$ cat config.mk
export PLATFORM = sky130hd
export DESIGN_NAME = hazard_unit_mc_flat
export DESIGN_NICKNAME = d
export VERILOG_FILES = /design/src/rtl/hazard_unit_mc_if.sv /design/src/rtl/hazard_unit_mc.sv /design/src/flat_wrapper.sv
export SDC_FILE = /design/constraint.sdc
export NUM_CORES = 1
export LEC_CHECK = 0
export BUFFER_PORTS_ARGS = -buffer_cell sky130_fd_sc_hd__buf_2
export CAP_MARGIN = 20
export CORE_MARGIN = 2
export CORE_UTILIZATION = 33
export CTS_CLUSTER_DIAMETER = 60
export DETAILED_ROUTE_END_ITERATION = 7
export PLACE_DENSITY = 0.74
export SYNTH_ARGS = -nofsm -noshare
export SYNTH_HDL_FRONTEND = slang
export SYNTH_SLANG_ARGS = --single-unit
$ cat constraint.sdc
create_clock -name clk_i -period 1.2 [get_ports clk_i]
set_input_delay 0.24 -clock clk_i [delete_from_list [all_inputs] [get_ports clk_i]]
set_output_delay 0.24 -clock clk_i [all_outputs]
set_load 0.01 [all_outputs]
$ cat src/rtl/hazard_unit_mc_if.sv
// Hazard-unit bundle: ID/EX register-match inputs, memory busy and pipeline-control outputs.
// master drives the hazard inputs; slave is the hazard unit.
interface hazard_unit_mc_if #(
  parameter int unsigned ADDR_W = 5,
  parameter int unsigned CNT_W  = 16
);
  logic [ADDR_W-1:0] id_rs_i;
  logic [ADDR_W-1:0] id_rt_i;
  logic              id_uses_rt_i;
  logic              id_branch_i;
  logic              branch_taken_i;
  logic [ADDR_W-1:0] ex_rd_i;
  logic              ex_memread_i;
  logic              ex_regwrite_i;
  logic              dmem_busy_i;
  logic              pc_write_o;
  logic              if_id_write_o;
  logic              bubble_o;
  logic              if_id_flush_o;
  logic              freeze_o;
  logic [CNT_W-1:0]  stall_cnt_o;

  modport master (
    output id_rs_i, id_rt_i, id_uses_rt_i, id_branch_i, branch_taken_i,
    output ex_rd_i, ex_memread_i, ex_regwrite_i, dmem_busy_i,
    input  pc_write_o, if_id_write_o, bubble_o, if_id_flush_o, freeze_o, stall_cnt_o
  );

  modport slave (
    input  id_rs_i, id_rt_i, id_uses_rt_i, id_branch_i, branch_taken_i,
    input  ex_rd_i, ex_memread_i, ex_regwrite_i, dmem_busy_i,
    output pc_write_o, if_id_write_o, bubble_o, if_id_flush_o, freeze_o, stall_cnt_o
  );
endinterface

$ cat src/rtl/hazard_unit_mc.sv
// Multi-cycle hazard unit: load-use / ID-branch stalls held by a down-counter, dmem freeze, flush.
// Optional stall statistics counter enabled by defining HD_STATS_EN.
module hazard_unit_mc #(
  parameter int unsigned ADDR_W     = 5,
  parameter int unsigned LOAD_STALL = 1,
  parameter int unsigned BR_STALL   = 1,
  parameter int unsigned CNT_W      = 16
) (
  input logic             clk_i,
  input logic             rst_i,
  hazard_unit_mc_if.slave hz
);

  localparam logic [2:0] LoadN = 3'(LOAD_STALL);
  localparam logic [2:0] BrN   = 3'(BR_STALL);

  typedef enum logic {StIdle, StHold} state_e;

  state_e            state_q, state_d;
  logic [2:0]        cnt_q, cnt_d;
  logic [2:0]        n_stall;
  logic [ADDR_W-1:0] ex_rd;
  logic              rs_hit, rt_hit, load_haz, br_haz;
  logic              pc_write, if_id_write, bubble, flush, freeze;

  assign ex_rd    = hz.ex_rd_i;
  // $zero is never a real producer, so it never matches
  assign rs_hit   = (ex_rd != '0) && (hz.id_rs_i == ex_rd);
  assign rt_hit   = (ex_rd != '0) && hz.id_uses_rt_i && (hz.id_rt_i == ex_rd);
  assign load_haz = hz.ex_memread_i && (rs_hit || rt_hit);
  assign br_haz   = hz.id_branch_i && hz.ex_regwrite_i && !hz.ex_memread_i && (rs_hit || rt_hit);
  assign n_stall  = load_haz ? LoadN : BrN;

  always_ff @(posedge clk_i or posedge rst_i) begin
    if (rst_i) begin
      state_q <= StIdle;
      cnt_q   <= 3'd0;
    end else begin
      state_q <= state_d;
      cnt_q   <= cnt_d;
    end
  end

  always_comb begin
    state_d     = state_q;
    cnt_d       = cnt_q;
    pc_write    = 1'b1;
    if_id_write = 1'b1;
    bubble      = 1'b0;
    flush       = 1'b0;
    freeze      = 1'b0;
    if (rst_i) begin
      pc_write    = 1'b0;
      if_id_write = 1'b0;
    end else if (hz.dmem_busy_i) begin
      freeze      = 1'b1;
      pc_write    = 1'b0;
      if_id_write = 1'b0;
    end else if (state_q == StHold) begin
      pc_write    = 1'b0;
      if_id_write = 1'b0;
      bubble      = 1'b1;
      cnt_d       = cnt_q - 3'd1;
      if (cnt_q == 3'd1) state_d = StIdle;
    end else if (load_haz || br_haz) begin
      // First bubble is issued this cycle; HOLD covers only the remainder
      pc_write    = 1'b0;
      if_id_write = 1'b0;
      bubble      = 1'b1;
      if (n_stall > 3'd1) begin
        state_d = StHold;
        cnt_d   = n_stall - 3'd1;
      end
    end else if (hz.branch_taken_i) begin
      flush = 1'b1;
    end
  end

  assign hz.pc_write_o    = pc_write;
  assign hz.if_id_write_o = if_id_write;
  assign hz.bubble_o      = bubble;
  assign hz.if_id_flush_o = flush;
  assign hz.freeze_o      = freeze;

`ifdef HD_STATS_EN
  logic [CNT_W-1:0] stat_q;

  always_ff @(posedge clk_i or posedge rst_i) begin
    if (rst_i) begin
      stat_q <= '0;
    end else if (bubble && !freeze && (stat_q != '1)) begin
      stat_q <= stat_q + 1'b1;
    end
  end

  assign hz.stall_cnt_o = stat_q;
`else
  assign hz.stall_cnt_o = {CNT_W{1'b0}};
`endif

endmodule

$ cat src/flat_wrapper.sv
// flat-port wrapper written by rule: the top's interface ports become plain ports
module hazard_unit_mc_flat 
#(
  parameter int unsigned ADDR_W     = 5,
  parameter int unsigned LOAD_STALL = 1,
  parameter int unsigned BR_STALL   = 1,
  parameter int unsigned CNT_W      = 16
)
  (clk_i, rst_i, hz_id_rs_i, hz_id_rt_i, hz_id_uses_rt_i, hz_id_branch_i, hz_branch_taken_i, hz_ex_rd_i, hz_ex_memread_i, hz_ex_regwrite_i, hz_dmem_busy_i, hz_pc_write_o, hz_if_id_write_o, hz_bubble_o, hz_if_id_flush_o, hz_freeze_o, hz_stall_cnt_o);
  hazard_unit_mc_if #(.ADDR_W(ADDR_W), .CNT_W(CNT_W)) hz_i ();
  input logic clk_i;
  input logic rst_i;
  input wire logic [$bits(hz_i.id_rs_i)-1:0] hz_id_rs_i;
  input wire logic [$bits(hz_i.id_rt_i)-1:0] hz_id_rt_i;
  input wire logic [$bits(hz_i.id_uses_rt_i)-1:0] hz_id_uses_rt_i;
  input wire logic [$bits(hz_i.id_branch_i)-1:0] hz_id_branch_i;
  input wire logic [$bits(hz_i.branch_taken_i)-1:0] hz_branch_taken_i;
  input wire logic [$bits(hz_i.ex_rd_i)-1:0] hz_ex_rd_i;
  input wire logic [$bits(hz_i.ex_memread_i)-1:0] hz_ex_memread_i;
  input wire logic [$bits(hz_i.ex_regwrite_i)-1:0] hz_ex_regwrite_i;
  input wire logic [$bits(hz_i.dmem_busy_i)-1:0] hz_dmem_busy_i;
  output wire logic [$bits(hz_i.pc_write_o)-1:0] hz_pc_write_o;
  output wire logic [$bits(hz_i.if_id_write_o)-1:0] hz_if_id_write_o;
  output wire logic [$bits(hz_i.bubble_o)-1:0] hz_bubble_o;
  output wire logic [$bits(hz_i.if_id_flush_o)-1:0] hz_if_id_flush_o;
  output wire logic [$bits(hz_i.freeze_o)-1:0] hz_freeze_o;
  output wire logic [$bits(hz_i.stall_cnt_o)-1:0] hz_stall_cnt_o;
  assign hz_i.id_rs_i = hz_id_rs_i;
  assign hz_i.id_rt_i = hz_id_rt_i;
  assign hz_i.id_uses_rt_i = hz_id_uses_rt_i;
  assign hz_i.id_branch_i = hz_id_branch_i;
  assign hz_i.branch_taken_i = hz_branch_taken_i;
  assign hz_i.ex_rd_i = hz_ex_rd_i;
  assign hz_i.ex_memread_i = hz_ex_memread_i;
  assign hz_i.ex_regwrite_i = hz_ex_regwrite_i;
  assign hz_i.dmem_busy_i = hz_dmem_busy_i;
  assign hz_pc_write_o = hz_i.pc_write_o;
  assign hz_if_id_write_o = hz_i.if_id_write_o;
  assign hz_bubble_o = hz_i.bubble_o;
  assign hz_if_id_flush_o = hz_i.if_id_flush_o;
  assign hz_freeze_o = hz_i.freeze_o;
  assign hz_stall_cnt_o = hz_i.stall_cnt_o;
  hazard_unit_mc #(.ADDR_W(ADDR_W), .LOAD_STALL(LOAD_STALL), .BR_STALL(BR_STALL), .CNT_W(CNT_W)) u_core (.clk_i(clk_i), .rst_i(rst_i), .hz(hz_i));
endmodule
**After elaboration in Yosys (flattened, before gate mapping)**

Index checks and enable logic that the tools add are counted.

- Reductions and logical operators: 13
- Shifts and indexed selects: 0
- Magnitude comparators: 0
- Eq/ne operators: 3
- Div/mod/pow operators: 0
- Bitwise logic cells: 2
- $mul: 0
- Add/sub/neg operators: 1
- Muxes and demuxes: 17

Operator list:

| operator | count |
|---|---|
| 1-bit 2-to-1 mux | 17 |
| 5-bit equality test | 2 |
| 1-bit logical AND | 7 |
| 5-bit nonzero test | 1 |
| 3-bit by 1-bit equality test with 1-bit output (second input constant) | 1 |
| 3-bit AND reduction | 1 |
| 3-bit by 1-bit subtractor with 3-bit output (second input constant) | 1 |
| 1-bit logical OR | 2 |
| 1-bit NOT | 2 |
| 2-bit AND reduction | 1 |
| 1-bit zero test | 1 |

- Word-level logic and storage cells: 38
- Bits in writable memories: 0
- Memories kept: 0
- ROM bits: 0
- Flip-flop bits (word level): 4
- Input port bits: 23
- Bits in latches: 0
- Output and inout port bits: 21

**Depth between registers and ports, before layout**

Gate-level depths: netlist of the first run.

- Word-level depth: 10
- Gate-level depth with buffers: 5
- Mapped depth without buffers: 4

**Worst setup path after synthesis of the first run**

OpenSTA, ideal clock, no wires.

- Kind: input to output
- From: input port hz_ex_rd_i[0]
- To: output port hz_pc_write_o
- Stages: 4
- Required time: 0.960 ns
- Path buffers: 1
- Path slack: -0.283 ns
- Arrival: 1.243 ns
- Cells stage by stage: nor3_1 -> a21oi_1 -> a2111oi_2 -> buf_4

- Word-level cells in the longest chain between the ends: 10
- Elaborated cells between the ends (all ways): 14

RTL lines:

| what | RTL line | text |
|---|---|---|
| start: declaration | flat_wrapper.sv:18 | `input wire logic [$bits(hz_i.ex_rd_i)-1:0] hz_ex_rd_i;` |
| 5-bit nonzero test | hazard_unit_mc.sv:28, hazard_unit_mc.sv:29 |  |
| 1-bit logical AND (2 in a row) | hazard_unit_mc.sv:29 | `assign rt_hit = (ex_rd != '0) && hz.id_uses_rt_i && (hz.id_rt_i == ex_rd);` |
| 1-bit logical OR (*) | hazard_unit_mc.sv:30, hazard_unit_mc.sv:31 |  |
| 1-bit logical AND (on tied branches) | hazard_unit_mc.sv:30, hazard_unit_mc.sv:31 |  |
| 1-bit logical OR (*) | hazard_unit_mc.sv:65 | `end else if (load_haz \|\| br_haz) begin` |
| 1-bit 2-to-1 mux (*) (4 in a row) | - |  |
| end: declaration | flat_wrapper.sv:22 | `output wire logic [$bits(hz_i.pc_write_o)-1:0] hz_pc_write_o;` |

Mark *: on every way between the ends. The rest lies on a longest branch, timed or not.

**Worst setup path after layout of the first run**

- From: input port hz_id_rt_i[2]
- To: output port hz_if_id_write_o

- Word-level cells in the longest chain between the ends: 9
- Elaborated cells between the ends (all ways): 10

RTL lines:

| what | RTL line | text |
|---|---|---|
| start: declaration | flat_wrapper.sv:14 | `input wire logic [$bits(hz_i.id_rt_i)-1:0] hz_id_rt_i;` |
| 5-bit equality test (*) | hazard_unit_mc.sv:29 |  |
| 1-bit logical AND (*) | hazard_unit_mc.sv:29 |  |
| 1-bit logical OR (*) | hazard_unit_mc.sv:30, hazard_unit_mc.sv:31 |  |
| 1-bit logical AND (on tied branches) | hazard_unit_mc.sv:30, hazard_unit_mc.sv:31 |  |
| 1-bit logical OR (*) | hazard_unit_mc.sv:65 |  |
| 1-bit 2-to-1 mux (*) | hazard_unit_mc.sv:65 |  |
| 1-bit 2-to-1 mux (*) | hazard_unit_mc.sv:59 | `end else if (state_q == StHold) begin` |
| 1-bit 2-to-1 mux (*) | hazard_unit_mc.sv:55 | `end else if (hz.dmem_busy_i) begin` |
| 1-bit 2-to-1 mux (*) | hazard_unit_mc.sv:52 | `if (rst_i) begin` |
| end: declaration | flat_wrapper.sv:23 | `output wire logic [$bits(hz_i.if_id_write_o)-1:0] hz_if_id_write_o;` |

Marks and branches as above.

==> report_table.html, run 1 <==
<table>
<tr><th>Metric</th><th>Value</th></tr>
<tr><th colspan="2">Run status</th></tr>
<tr><td>Status</td><td>finished, violations left</td></tr>
<tr><td>Violations in the final reports</td><td>negative setup slack</td></tr>
<tr><th colspan="2">GRT</th></tr>
<tr><td>Vias in the first global route</td><td>roughly 440</td></tr>
<tr><td>Wire length of the first global-routing pass</td><td>around 1700 µm</td></tr>
<tr><td>Overall overflow remaining after global route</td><td>0</td></tr>
<tr><td>Layer carrying the most global-route usage</td><td>met2</td></tr>
<tr><td>Global routing usage on met2</td><td>0.258</td></tr>
<tr><td>Antenna violations before repair</td><td>0</td></tr>
<tr><td>GR Util All Layers</td><td>0.126</td></tr>
<tr><td>Met1 capacity usage during global routing</td><td>0.104</td></tr>
<tr><td>Largest net degree at the start of global routing</td><td>6</td></tr>
<tr><td>Met3 Usage GRT</td><td>0.0298</td></tr>
<tr><th colspan="2">Setup path</th></tr>
<tr><td>Kind of end point of the critical path</td><td>output pin</td></tr>
<tr><td>Setup CP Type</td><td>in2out</td></tr>
<tr><td>Startpoint of the most critical setup path</td><td>hz_id_rt_i[2]</td></tr>
<tr><td>CP required</td><td>approximately 0.96 ns</td></tr>
<tr><td>Arrival time worst endpoint</td><td>1.24 ns</td></tr>
<tr><td>Startpoint Class</td><td>primary input</td></tr>
<tr><td>Worst Path Max Fanout</td><td>3</td></tr>
<tr><td>Launch point of the worst reg-to-reg path</td><td>u_core.state_q</td></tr>
<tr><th colspan="2">Finish</th></tr>
<tr><td>Share of the core filled with cells</td><td>0.584</td></tr>
<tr><td>FILL cells</td><td>about 140</td></tr>
<tr><td>Proportion of layout cells with a drive suffix above 1</td><td>0.515</td></tr>
<tr><td>Register area</td><td>~100 µm²</td></tr>
<tr><td>Antenna Diode Count</td><td>0</td></tr>
<tr><td>Fin nets</td><td>around 120</td></tr>
<tr><td>Multi-input logic area</td><td>around 450 µm²</td></tr>
<tr><td>Area grow syn2layout</td><td>70.9%</td></tr>
<tr><th colspan="2">Detailed routing</th></tr>
<tr><td>DRC violation count after routing</td><td>0</td></tr>
<tr><td>Post-detailed-route via-to-cell ratio</td><td>between 4 and 5</td></tr>
<tr><td>First-iteration detailed-routing DRC count</td><td>1</td></tr>
<tr><td>Overall via count from detail_route</td><td>between 400 and 500</td></tr>
<tr><td>Remaining antenna violation count after routing</td><td>0</td></tr>
<tr><td>Detail-routed net length per standard cell</td><td>10.3 µm</td></tr>
<tr><td>Drt pass-1 iters</td><td>2</td></tr>
<tr><td>Final Routed Wirelength</td><td>between 1000 and 1500 µm</td></tr>
<tr><th colspan="2">STA</th></tr>
<tr><td>Final critical path time including I/O delays and setup</td><td>1.48 ns</td></tr>
<tr><td>Worst hold margin</td><td>around 0.47 ns</td></tr>
<tr><td>Setup repair after global routing missed its margin</td><td>true</td></tr>
<tr><td>Final clock skew</td><td>around 0.00064 ns</td></tr>
<tr><td>Count of final setup violators</td><td>4</td></tr>
<tr><td>Max Clk Rate</td><td>slightly below 700 MHz</td></tr>
<tr><td>Final period utilization</td><td>1.23</td></tr>
<tr><td>Max-slew violations</td><td>0</td></tr>
<tr><td>Count of endpoints failing hold in the final timing report</td><td>0</td></tr>
<tr><td>Final critical-path setup slack</td><td>-0.279 ns</td></tr>
<tr><th colspan="2">Synthesis</th></tr>
<tr><td>Count of flip-flops with a built-in enable after synthesis</td><td>0</td></tr>
<tr><td>Primary FF master, synth</td><td>sky130_fd_sc_hd__dfrtp_1</td></tr>
<tr><td>Post-Synthesis Cell Area</td><td>503 µm²</td></tr>
<tr><td>Avg Inst Size Synth</td><td>around 8.1 µm²</td></tr>
<tr><td>Proportion of synthesized chip area in sequential cells</td><td>0.199</td></tr>
<tr><td>Number of distinct library cells after synthesis</td><td>19</td></tr>
<tr><td>Synth warnings</td><td>0</td></tr>
<tr><td>Cell type with the largest total area after synthesis</td><td>sky130_fd_sc_hd__buf_4</td></tr>
<tr><td>Largest cells by area after synthesis</td><td>sky130_fd_sc_hd__buf_4, sky130_fd_sc_hd__xnor2_1, sky130_fd_sc_hd__dfrtp_1, sky130_fd_sc_hd__ha_1, sky130_fd_sc_hd__nand2_1</td></tr>
<tr><td>Area fraction of the dominant cell type after synthesis</td><td>0.254</td></tr>
<tr><td>Synth async-reset ratio</td><td>1.00</td></tr>
<tr><td>Synth top cells by count</td><td>sky130_fd_sc_hd__buf_4, sky130_fd_sc_hd__xnor2_1, sky130_fd_sc_hd__nand2_1, sky130_fd_sc_hd__inv_1, sky130_fd_sc_hd__dfrtp_1</td></tr>
<tr><td>Post-synthesis register bit count</td><td>4</td></tr>
<tr><td>Cell with the most instances after synthesis</td><td>sky130_fd_sc_hd__buf_4</td></tr>
<tr><td>Instance count of the mapped netlist</td><td>62</td></tr>
<tr><th colspan="2">CTS</th></tr>
<tr><td>Total clock buffers created by CTS</td><td>3</td></tr>
<tr><td>CTS tree</td><td>yes</td></tr>
<tr><td>Buffer type at the clock tree root</td><td>sky130_fd_sc_hd__clkbuf_4</td></tr>
<tr><td>Clock latency on the worst-skew pair</td><td>approximately 0.23 ns</td></tr>
<tr><td>H-Tree Depth</td><td>1</td></tr>
<tr><td>Max clock buf depth</td><td>2</td></tr>
<tr><td>Num Clock Sinks</td><td>4</td></tr>
<tr><td>Clock-pin transition on the worst setup and hold timing paths</td><td>around 0.040 ns</td></tr>
<tr><th colspan="2">Worst hold path</th></tr>
<tr><td>Launch instance of the worst min-delay path</td><td>u_core.cnt_q[2]</td></tr>
<tr><td>Path category of the worst min-delay check</td><td>reg2reg</td></tr>
<tr><th colspan="2">Pwr</th></tr>
<tr><td>Leakage</td><td>~0.41 nW</td></tr>
<tr><td>Largest vdd supply drop</td><td>0.753 mV</td></tr>
<tr><td>Power Dens Cells</td><td>~940 nW/µm²</td></tr>
<tr><th colspan="2">Die</th></tr>
<tr><td>Overall die area</td><td>1850 µm²</td></tr>
<tr><td>Starting utilization of the core area</td><td>0.342</td></tr>
<tr><td>Number of primary I/O pins</td><td>44</td></tr>
<tr><td>Floorplan Core Area</td><td>between 1000 and 1500 µm²</td></tr>
<tr><td>Die Span Y</td><td>between 40 and 50 µm</td></tr>
<tr><td>Horizontal die dimension</td><td>around 43 µm</td></tr>
<tr><td>Site Rows</td><td>14</td></tr>
<tr><th colspan="2">Job</th></tr>
<tr><td>Number of max-cap violations</td><td>0</td></tr>
<tr><th colspan="2">Placement</th></tr>
<tr><td>Number of buffer cells added on primary ports</td><td>27</td></tr>
<tr><td>Post-placement setup slack</td><td>-0.317 ns</td></tr>
<tr><td>Global placer's final weighted congestion</td><td>around 0.74</td></tr>
<tr><td>Post-detail-place hpwl</td><td>between 800 and 900 µm</td></tr>
</table>
## state kept, by name, summed over array words and instances (netlist names)
signal,flops
u_core.cnt_q,3
u_core.state_q,1
## timing repair
action                                 4_1_cts  5_1_grt
gates resized for setup                     22       12
buffers inserted                             1        0
setup endpoints to repair                    5        5
hold buffers                                 1        0
pin swaps                                   10        6
endpoints found under the hold margin        4        0
## layout by cell type (no fill, tap or decap), types with 2 or more instances in the layout
master                     instances
sky130_fd_sc_hd__xnor2_4           3
sky130_fd_sc_hd__xnor2_1           7
sky130_fd_sc_hd__conb_1           16
sky130_fd_sc_hd__buf_4             5
sky130_fd_sc_hd__dfrtp_1           4
sky130_fd_sc_hd__clkbuf_4          3
sky130_fd_sc_hd__ha_1              2
sky130_fd_sc_hd__nand2_1           6
sky130_fd_sc_hd__inv_1             5
sky130_fd_sc_hd__xnor2_2           2
sky130_fd_sc_hd__buf_2            20
sky130_fd_sc_hd__buf_6             6
## final timing paths
check                                   end  slack [ns]  cells after the start
min in group asynchronous   u_core.cnt_q[1]        0.51                      3
min                         u_core.cnt_q[2]        0.47                      1
max in group asynchronous    u_core.state_q        0.54                      3
max                        hz_if_id_write_o       -0.28                      6
max reg2reg                 u_core.cnt_q[2]        0.09                      5
min reg2reg                 u_core.cnt_q[2]        0.47                      1
## worst max-delay path, cell delays in order
cell	delay (ns)
sky130_fd_sc_hd__buf_2	0.13
sky130_fd_sc_hd__xnor2_4	0.12
sky130_fd_sc_hd__nand4_1	0.13
sky130_fd_sc_hd__o22ai_4	0.11
sky130_fd_sc_hd__a2111oi_4	0.32
sky130_fd_sc_hd__buf_2	0.19
## layout make-up
| class | instances | share of cell area |
|---|---|---|
| Tap cell | 16 | 0.0233 |
| Multi-Input combinational cell | 51 | 0.521 |
| Clock buffer | 3 | 0.0262 |
| Inverter | 5 | 0.0218 |
| Sequential cell | 4 | 0.116 |
| Timing Repair Buffer | 34 | 0.291 |
## layer usage
metal,up-vias,share of wire
li1,239,-
met5,-,0
met4,0,0.018
met1,214,0.33
met3,3,0.087
met2,26,0.57
## metrics by stage
| stage | cells | power [mW] | TNS (ns) | cell area, µm² |
|---|---|---|---|---|
| floorplan | 77 | 0.474 | -0.203 | 572 |
| global placement | 108 | 0.549 | -1.07 | 637 |
| detailed placement | 108 | 0.559 | -1.11 | 637 |
| CTS | 113 | 0.776 | -0.890 | 771 |
| global route | 113 | 0.875 | -1.26 | 860 |
| finish | 113 | 0.812 | -0.944 | 860 |
## cell families (layout without fill, tap and decap cells)
family,after synthesis,after routing,synth area share
AOI/OAI and AO/OA,8,8,0.129
xor gates and xnor gates,12,12,0.209
adders and majority gates,2,2,0.0497
buffers and inverters,22,42,0.291
DFF,4,4,0.199
other,1,16,0.00746
and+or+nand+nor,13,13,0.114
## power by group
group / switching (mW) / internal (mW)
Clock: 0.0539 / 0.112
Combinational: 0.195 / 0.216
Sequential: 0.0411 / 0.194
Note: power is estimated with default switching activity, not from simulation.
==> run 2: changes to the inputs <==
--- a/config.mk
+++ b/config.mk
@@ -12,6 +12,7 @@
 export CTS_CLUSTER_DIAMETER = 60
 export DETAILED_ROUTE_END_ITERATION = 7
 export PLACE_DENSITY = 0.74
+export SETUP_SLACK_MARGIN = 0.15
 export SYNTH_ARGS = -nofsm -noshare
 export SYNTH_HDL_FRONTEND = slang
 export SYNTH_SLANG_ARGS = --single-unit
==> report_table.html, run 2 (synthesized netlist as in run 1, its figures left out) <==
<table>
<tr><th>Metric</th><th>Value</th></tr>
<tr><th colspan="2">Finish</th></tr>
<tr><td>Most common cell after layout, fill and taps aside</td><td>sky130_fd_sc_hd__buf_2</td></tr>
<tr><td>Proportion of layout cells with a drive suffix above 1</td><td>0.557</td></tr>
<tr><td>Most flops, register</td><td>u_core.cnt_q</td></tr>
<tr><td>Multi-input logic area</td><td>roughly 420 µm²</td></tr>
<tr><td>Register area</td><td>~100 µm²</td></tr>
<tr><td>Number of flip-flops under the largest register name</td><td>3</td></tr>
<tr><td>Fin nets</td><td>124</td></tr>
<tr><td>Antenna Diode Count</td><td>0</td></tr>
<tr><td>FILL cells</td><td>~120</td></tr>
<tr><td>Cell area after layout</td><td>between 800 and 900 µm²</td></tr>
<tr><td>Most used cells in the layout excluding fill and tap cells</td><td>sky130_fd_sc_hd__buf_2, sky130_fd_sc_hd__conb_1, sky130_fd_sc_hd__buf_6, sky130_fd_sc_hd__xnor2_2, sky130_fd_sc_hd__xnor2_1</td></tr>
<tr><td>Area grow syn2layout</td><td>65.4%</td></tr>
<tr><td>Number of standard cells in the layout, taps in and fillers out</td><td>roughly 110</td></tr>
<tr><td>Registers with the most flip-flops</td><td>u_core.cnt_q (3), u_core.state_q (1)</td></tr>
<tr><th colspan="2">Run status</th></tr>
<tr><td>Violations in the final reports</td><td>negative setup slack</td></tr>
<tr><td>Status</td><td>finished, violations left</td></tr>
<tr><th colspan="2">GRT</th></tr>
<tr><td>Vias in the first global route</td><td>between 400 and 500</td></tr>
<tr><td>GR Util All Layers</td><td>0.142</td></tr>
<tr><td>Wire length of the first global-routing pass</td><td>1930 µm</td></tr>
<tr><td>Largest net degree at the start of global routing</td><td>5</td></tr>
<tr><td>Antenna violations before repair</td><td>0</td></tr>
<tr><td>Overall overflow remaining after global route</td><td>0</td></tr>
<tr><th colspan="2">Job</th></tr>
<tr><td>Number of max-cap violations</td><td>0</td></tr>
<tr><th colspan="2">Pwr</th></tr>
<tr><td>Power Dens Cells</td><td>approximately 990 nW/µm²</td></tr>
<tr><td>Comb pwr share</td><td>0.514</td></tr>
<tr><td>Largest vdd supply drop</td><td>~0.74 mV</td></tr>
<tr><td>Leakage</td><td>0.431 nW</td></tr>
<tr><td>Share of power burned in the clock network</td><td>0.193</td></tr>
<tr><td>Sw Pwr</td><td>0.298 mW</td></tr>
<tr><td>Share of total power in sequential cells</td><td>0.293</td></tr>
<tr><td>Net switching fraction of the power</td><td>0.363</td></tr>
<tr><td>Internal Power</td><td>0.524 mW</td></tr>
<tr><th colspan="2">Setup path</th></tr>
<tr><td>Reg2reg setup slack</td><td>between 0.1 and 0.15 ns</td></tr>
<tr><td>Critical-path top delay cell</td><td>sky130_fd_sc_hd__a2111oi_4</td></tr>
<tr><td>Highest cell delay on the worst timing path</td><td>between 0.3 and 0.4 ns</td></tr>
<tr><td>Cells along the critical path</td><td>buf_8 -&gt; nor3_4 -&gt; a21oi_4 -&gt; a2111oi_4 -&gt; buf_2</td></tr>
<tr><td>FF-to-FF path depth</td><td>5</td></tr>
<tr><td>Kind of end point of the critical path</td><td>output pin</td></tr>
<tr><td>Startpoint Class</td><td>primary input</td></tr>
<tr><td>Setup CP Type</td><td>in2out</td></tr>
<tr><td>CP required</td><td>roughly 0.96 ns</td></tr>
<tr><td>Worst Path Max Fanout</td><td>3</td></tr>
<tr><td>Arrival time worst endpoint</td><td>approximately 1.2 ns</td></tr>
<tr><th colspan="2">STA</th></tr>
<tr><td>Final critical-path setup slack</td><td>-0.247 ns</td></tr>
<tr><td>Final critical path time including I/O delays and setup</td><td>about 1.4 ns</td></tr>
<tr><td>Final clock skew</td><td>between 0.001 and 0.0015 ns</td></tr>
<tr><td>Count of endpoints failing hold in the final timing report</td><td>0</td></tr>
<tr><td>Setup Total Neg Slack</td><td>-0.910 ns</td></tr>
<tr><td>Final period utilization</td><td>1.21</td></tr>
<tr><td>Count of final setup violators</td><td>4</td></tr>
<tr><td>Max Clk Rate</td><td>691 MHz</td></tr>
<tr><td>Max-slew violations</td><td>0</td></tr>
<tr><td>Worst hold margin</td><td>between 0.07 and 0.08 ns</td></tr>
<tr><td>Setup repair after global routing missed its margin</td><td>true</td></tr>
<tr><th colspan="2">Detailed routing</th></tr>
<tr><td>Remaining antenna violation count after routing</td><td>0</td></tr>
<tr><td>Drt pass-1 iters</td><td>2</td></tr>
<tr><td>Final Routed Wirelength</td><td>~1300 µm</td></tr>
<tr><td>Post-detailed-route via-to-cell ratio</td><td>around 4.2</td></tr>
<tr><td>DRC violation count after routing</td><td>0</td></tr>
<tr><td>Detail-routed net length per standard cell</td><td>between 10 and 15 µm</td></tr>
<tr><td>Overall via count from detail_route</td><td>roughly 480</td></tr>
<tr><td>First-iteration detailed-routing DRC count</td><td>1</td></tr>
<tr><th colspan="2">Placement</th></tr>
<tr><td>Placed cell area</td><td>around 640 µm²</td></tr>
<tr><td>Post-detail-place hpwl</td><td>~960 µm</td></tr>
<tr><td>Cells after DPL</td><td>between 100 and 150</td></tr>
<tr><td>Number of buffer cells added on primary ports</td><td>27</td></tr>
<tr><td>Global placer's final weighted congestion</td><td>approximately 0.7</td></tr>
<tr><th colspan="2">CTS</th></tr>
<tr><td>Max clock buf depth</td><td>2</td></tr>
<tr><td>Total clock buffers created by CTS</td><td>3</td></tr>
<tr><td>CTS tree</td><td>yes</td></tr>
<tr><td>Buffer type at the clock tree root</td><td>sky130_fd_sc_hd__clkbuf_4</td></tr>
<tr><td>Num Clock Sinks</td><td>4</td></tr>
<tr><td>Clock latency on the worst-skew pair</td><td>0.23 ns</td></tr>
<tr><td>H-Tree Depth</td><td>1</td></tr>
<tr><td>Clock-pin transition on the worst setup and hold timing paths</td><td>0.03 ns</td></tr>
<tr><th colspan="2">Die</th></tr>
<tr><td>Overall die area</td><td>around 1900 µm²</td></tr>
<tr><td>Horizontal die dimension</td><td>between 40 and 50 µm</td></tr>
<tr><td>Floorplan Core Area</td><td>1470 µm²</td></tr>
<tr><td>Starting utilization of the core area</td><td>0.342</td></tr>
<tr><td>Site Rows</td><td>14</td></tr>
<tr><td>Number of primary I/O pins</td><td>44</td></tr>
<tr><td>Die Span Y</td><td>roughly 43 µm</td></tr>
<tr><th colspan="2">Worst hold path</th></tr>
<tr><td>Path category of the worst min-delay check</td><td>in2async</td></tr>
</table>
## run 2: power groups by stage
stage | Combinational, mW | Sequential (mW) | Clock [mW]
floorplan | 0.247 | 0.229 | 0
global placement | 0.302 | 0.233 | 0
detailed placement | 0.325 | 0.237 | 0
CTS | 0.392 | 0.235 | 0.172
global route | 0.472 | 0.250 | 0.179
finish | 0.422 | 0.241 | 0.159
## run 2: path summary, 6_finish.rpt
path	end	from
worst max register to register	u_core.cnt_q[2]	u_core.state_q
min in group clk_i	u_core.cnt_q[1]	hz_dmem_busy_i
worst min-delay path	u_core.cnt_q[2]	rst_i
max in group asynchronous	u_core.state_q	rst_i
worst min register to register	u_core.cnt_q[2]	u_core.cnt_q[2]
worst max-delay path	hz_if_id_write_o	hz_ex_rd_i[2]
## run 2: metal layers
layer	global-route usage	part of all wire	vias to the layer above
met2	0.288	0.56	29
met3	0.0340	0.11	0
met1	0.130	0.33	210
li1	-	-	239
met4	0.0545	0	0
met5	0	0	-
## run 2: area by class of cell
class	count	share of cell area
Sequential cell	4	0.122
Multi-Input combinational cell	51	0.508
Timing Repair Buffer	34	0.296
Clock buffer	3	0.0271
Tap cell	16	0.0241
Inverter	5	0.0226
## run 2: worst max-delay path, delay by kind of cell
kind            cells  cell delay [ns]
compound gates      2             0.46
buf+inv             2             0.30
simple gates        1             0.22
## run 2: what timing repair did
item,in CTS,in global routing
pin swaps,11,1
resized for setup,28,6
buffers inserted,2,0
setup endpoints to repair,6,6
hold buffers,0,0
## run 2: through the flow
stage | power, mW | setup slack, ns | util
floorplan | 0.476 | -0.196 | -
global placement | 0.535 | -0.292 | 0.436
detailed placement | 0.562 | -0.340 | 0.436
CTS | 0.799 | -0.248 | 0.548
global route | 0.902 | -0.332 | 0.565
finish | 0.822 | -0.247 | 0.565
==> run 3: changes to the inputs <==
--- a/config.mk
+++ b/config.mk
@@ -11,7 +11,7 @@
 export CORE_UTILIZATION = 33
 export CTS_CLUSTER_DIAMETER = 60
 export DETAILED_ROUTE_END_ITERATION = 7
-export PLACE_DENSITY = 0.74
+export PLACE_DENSITY_LB_ADDON = 0.15
 export SETUP_SLACK_MARGIN = 0.15
 export SYNTH_ARGS = -nofsm -noshare
 export SYNTH_HDL_FRONTEND = slang
==> report_table.html, run 3 (synthesized netlist as in run 1, its figures left out) <==
<table>
<tr><th>Metric</th><th>Value</th></tr>
<tr><th colspan="2">Pwr</th></tr>
<tr><td>Leakage</td><td>about 0.43 nW</td></tr>
<tr><td>Power Dens Cells</td><td>roughly 930 nW/µm²</td></tr>
<tr><td>Power, Total</td><td>about 0.80 mW</td></tr>
<tr><td>Largest vdd supply drop</td><td>0.611 mV</td></tr>
<tr><th colspan="2">Finish</th></tr>
<tr><td>Antenna Diode Count</td><td>0</td></tr>
<tr><td>Proportion of layout cells with a drive suffix above 1</td><td>0.540</td></tr>
<tr><td>Register area</td><td>~100 µm²</td></tr>
<tr><td>Registers with the most flip-flops</td><td>u_core.cnt_q (3), u_core.state_q (1)</td></tr>
<tr><td>Multi-input logic area</td><td>between 400 and 500 µm²</td></tr>
<tr><td>Most used cells in the layout excluding fill and tap cells</td><td>sky130_fd_sc_hd__buf_2, sky130_fd_sc_hd__conb_1, sky130_fd_sc_hd__buf_4, sky130_fd_sc_hd__xnor2_1</td></tr>
<tr><td>Most common cell after layout, fill and taps aside</td><td>sky130_fd_sc_hd__buf_2</td></tr>
<tr><td>Number of flip-flops under the largest register name</td><td>3</td></tr>
<tr><td>Area grow syn2layout</td><td>71.1%</td></tr>
<tr><td>Most flops, register</td><td>u_core.cnt_q</td></tr>
<tr><td>Fin nets</td><td>about 130</td></tr>
<tr><td>FILL cells</td><td>around 140</td></tr>
<tr><th colspan="2">CTS</th></tr>
<tr><td>Num Clock Sinks</td><td>4</td></tr>
<tr><td>CTS tree</td><td>yes</td></tr>
<tr><td>Clock latency on the worst-skew pair</td><td>about 0.23 ns</td></tr>
<tr><td>Max clock buf depth</td><td>2</td></tr>
<tr><td>Total clock buffers created by CTS</td><td>3</td></tr>
<tr><td>Buffer type at the clock tree root</td><td>sky130_fd_sc_hd__clkbuf_4</td></tr>
<tr><td>H-Tree Depth</td><td>1</td></tr>
<tr><td>Clock-pin transition on the worst setup and hold timing paths</td><td>approximately 0.030 ns</td></tr>
<tr><th colspan="2">Placement</th></tr>
<tr><td>Global placer's final weighted congestion</td><td>~0.76</td></tr>
<tr><td>Post-placement setup slack</td><td>-0.307 ns</td></tr>
<tr><td>Number of buffer cells added on primary ports</td><td>27</td></tr>
<tr><td>Post-detail-place hpwl</td><td>slightly above 900 µm</td></tr>
<tr><th colspan="2">Detailed routing</th></tr>
<tr><td>Post-detailed-route via-to-cell ratio</td><td>around 4.3</td></tr>
<tr><td>Remaining antenna violation count after routing</td><td>0</td></tr>
<tr><td>DRC violation count after routing</td><td>0</td></tr>
<tr><td>First-iteration detailed-routing DRC count</td><td>2</td></tr>
<tr><td>Overall via count from detail_route</td><td>approximately 490</td></tr>
<tr><td>Detail-routed net length per standard cell</td><td>about 10 µm</td></tr>
<tr><td>Drt pass-1 iters</td><td>3</td></tr>
<tr><td>Final Routed Wirelength</td><td>~1200 µm</td></tr>
<tr><th colspan="2">STA</th></tr>
<tr><td>Count of final setup violators</td><td>5</td></tr>
<tr><td>Final critical-path setup slack</td><td>-0.253 ns</td></tr>
<tr><td>Count of endpoints failing hold in the final timing report</td><td>0</td></tr>
<tr><td>Setup repair after global routing missed its margin</td><td>true</td></tr>
<tr><td>Final period utilization</td><td>1.21</td></tr>
<tr><td>Final critical path time including I/O delays and setup</td><td>roughly 1.5 ns</td></tr>
<tr><td>Final clock skew</td><td>0.00225 ns</td></tr>
<tr><td>Max Clk Rate</td><td>a little under 700 MHz</td></tr>
<tr><td>Max-slew violations</td><td>0</td></tr>
<tr><th colspan="2">Die</th></tr>
<tr><td>Starting utilization of the core area</td><td>0.342</td></tr>
<tr><td>Number of primary I/O pins</td><td>44</td></tr>
<tr><td>Overall die area</td><td>roughly 1900 µm²</td></tr>
<tr><td>Die Span Y</td><td>about 43 µm</td></tr>
<tr><td>Horizontal die dimension</td><td>roughly 43 µm</td></tr>
<tr><td>Site Rows</td><td>14</td></tr>
<tr><td>Floorplan Core Area</td><td>1470 µm²</td></tr>
<tr><th colspan="2">GRT</th></tr>
<tr><td>Overall overflow remaining after global route</td><td>0</td></tr>
<tr><td>Antenna violations before repair</td><td>0</td></tr>
<tr><td>Wire length of the first global-routing pass</td><td>just under 2000 µm</td></tr>
<tr><td>Vias in the first global route</td><td>488</td></tr>
<tr><td>GR Util All Layers</td><td>0.137</td></tr>
<tr><td>Largest net degree at the start of global routing</td><td>5</td></tr>
<tr><th colspan="2">Job</th></tr>
<tr><td>Number of max-cap violations</td><td>0</td></tr>
<tr><th colspan="2">Setup path</th></tr>
<tr><td>Setup CP Type</td><td>in2out</td></tr>
<tr><td>Arrival time worst endpoint</td><td>1.21 ns</td></tr>
<tr><td>Reg2reg setup slack</td><td>0 ns</td></tr>
<tr><td>Worst Path Max Fanout</td><td>3</td></tr>
<tr><td>Startpoint Class</td><td>primary input</td></tr>
<tr><td>CP required</td><td>0.96 ns</td></tr>
<tr><td>Kind of end point of the critical path</td><td>output pin</td></tr>
<tr><td>FF-to-FF path depth</td><td>6</td></tr>
<tr><th colspan="2">Worst hold path</th></tr>
<tr><td>Path category of the worst min-delay check</td><td>in2async</td></tr>
<tr><th colspan="2">Run status</th></tr>
<tr><td>Status</td><td>finished, violations left</td></tr>
<tr><td>Violations in the final reports</td><td>negative setup slack</td></tr>
</table>
[run 3: cell types whose count changed in the layout (fill, tap and decap cells not counted), moves of 2 or more]
cell                      change
sky130_fd_sc_hd__buf_4        +4
sky130_fd_sc_hd__buf_2        -2
sky130_fd_sc_hd__buf_8        +2
sky130_fd_sc_hd__xnor2_2      -2
[run 3: worst paths after layout]
| path | startpoint | to |
|---|---|---|
| min in group clk_i | u_core.cnt_q[2] | u_core.cnt_q[2] |
| setup / recovery | hz_ex_rd_i[2] | hz_if_id_write_o |
| hold reg to reg | u_core.cnt_q[2] | u_core.cnt_q[2] |
| hold / removal | rst_i | u_core.cnt_q[0] |
| setup reg to reg | u_core.state_q | u_core.cnt_q[2] |
| max in group asynchronous | rst_i | u_core.state_q |
[run 3: cell type report]
type	instances	area share
clock buffers	3	0.0262
inverters	5	0.0218
multi-input cells	51	0.480
flip-flops and latches	4	0.118
well taps	16	0.0233
repair buffers	37	0.331
[run 3: per-stage QoR]
step           hold WS (ns)  instance area, µm²  TNS (ns)  std cells   util
2_1_floorplan       0.00608                 577    -0.203         77      -
5_1_grt              0.0641                 861     -1.34        116  0.585
3_3_place_gp          0.283                 664     -1.09        111  0.452
4_1_cts              0.0389                 812    -0.823        116  0.552
3_5_place_dp          0.287                 664     -1.09        111  0.452
6_report             0.0456                 861    -0.907        116  0.585
[run 3: power by group]
| part | switching, mW | internal, mW | total, mW |
|---|---|---|---|
| Clock | 0.0479 | 0.111 | 0.159 |
| Sequential | 0.0399 | 0.196 | 0.236 |
| Combinational | 0.186 | 0.219 | 0.405 |
| Total | 0.274 | 0.526 | 0.800 |
[run 3: worst max-delay path: stages]
cell                        delay [ns]
sky130_fd_sc_hd__buf_8            0.11
sky130_fd_sc_hd__xnor2_2          0.12
sky130_fd_sc_hd__nand3_1          0.12
sky130_fd_sc_hd__o22ai_2          0.12
sky130_fd_sc_hd__a2111oi_4        0.32
sky130_fd_sc_hd__buf_2            0.19
[run 3: what timing repair did]
item / 4_1_cts / 5_1_grt
setup endpoints to repair: 6 / 6
gates resized for setup: 25 / 8
hold buffers: 0 / 0
pin swaps: 11 / 3
setup buffers: 2 / 0
[run 3: routing by layer]
metal	up-vias	track usage	wire length (µm)
li1	246	-	-
met1	225	0.142	404
met5	-	0	0
met3	0	0.0255	120
met2	23	0.264	679
met4	0	0.0545	0
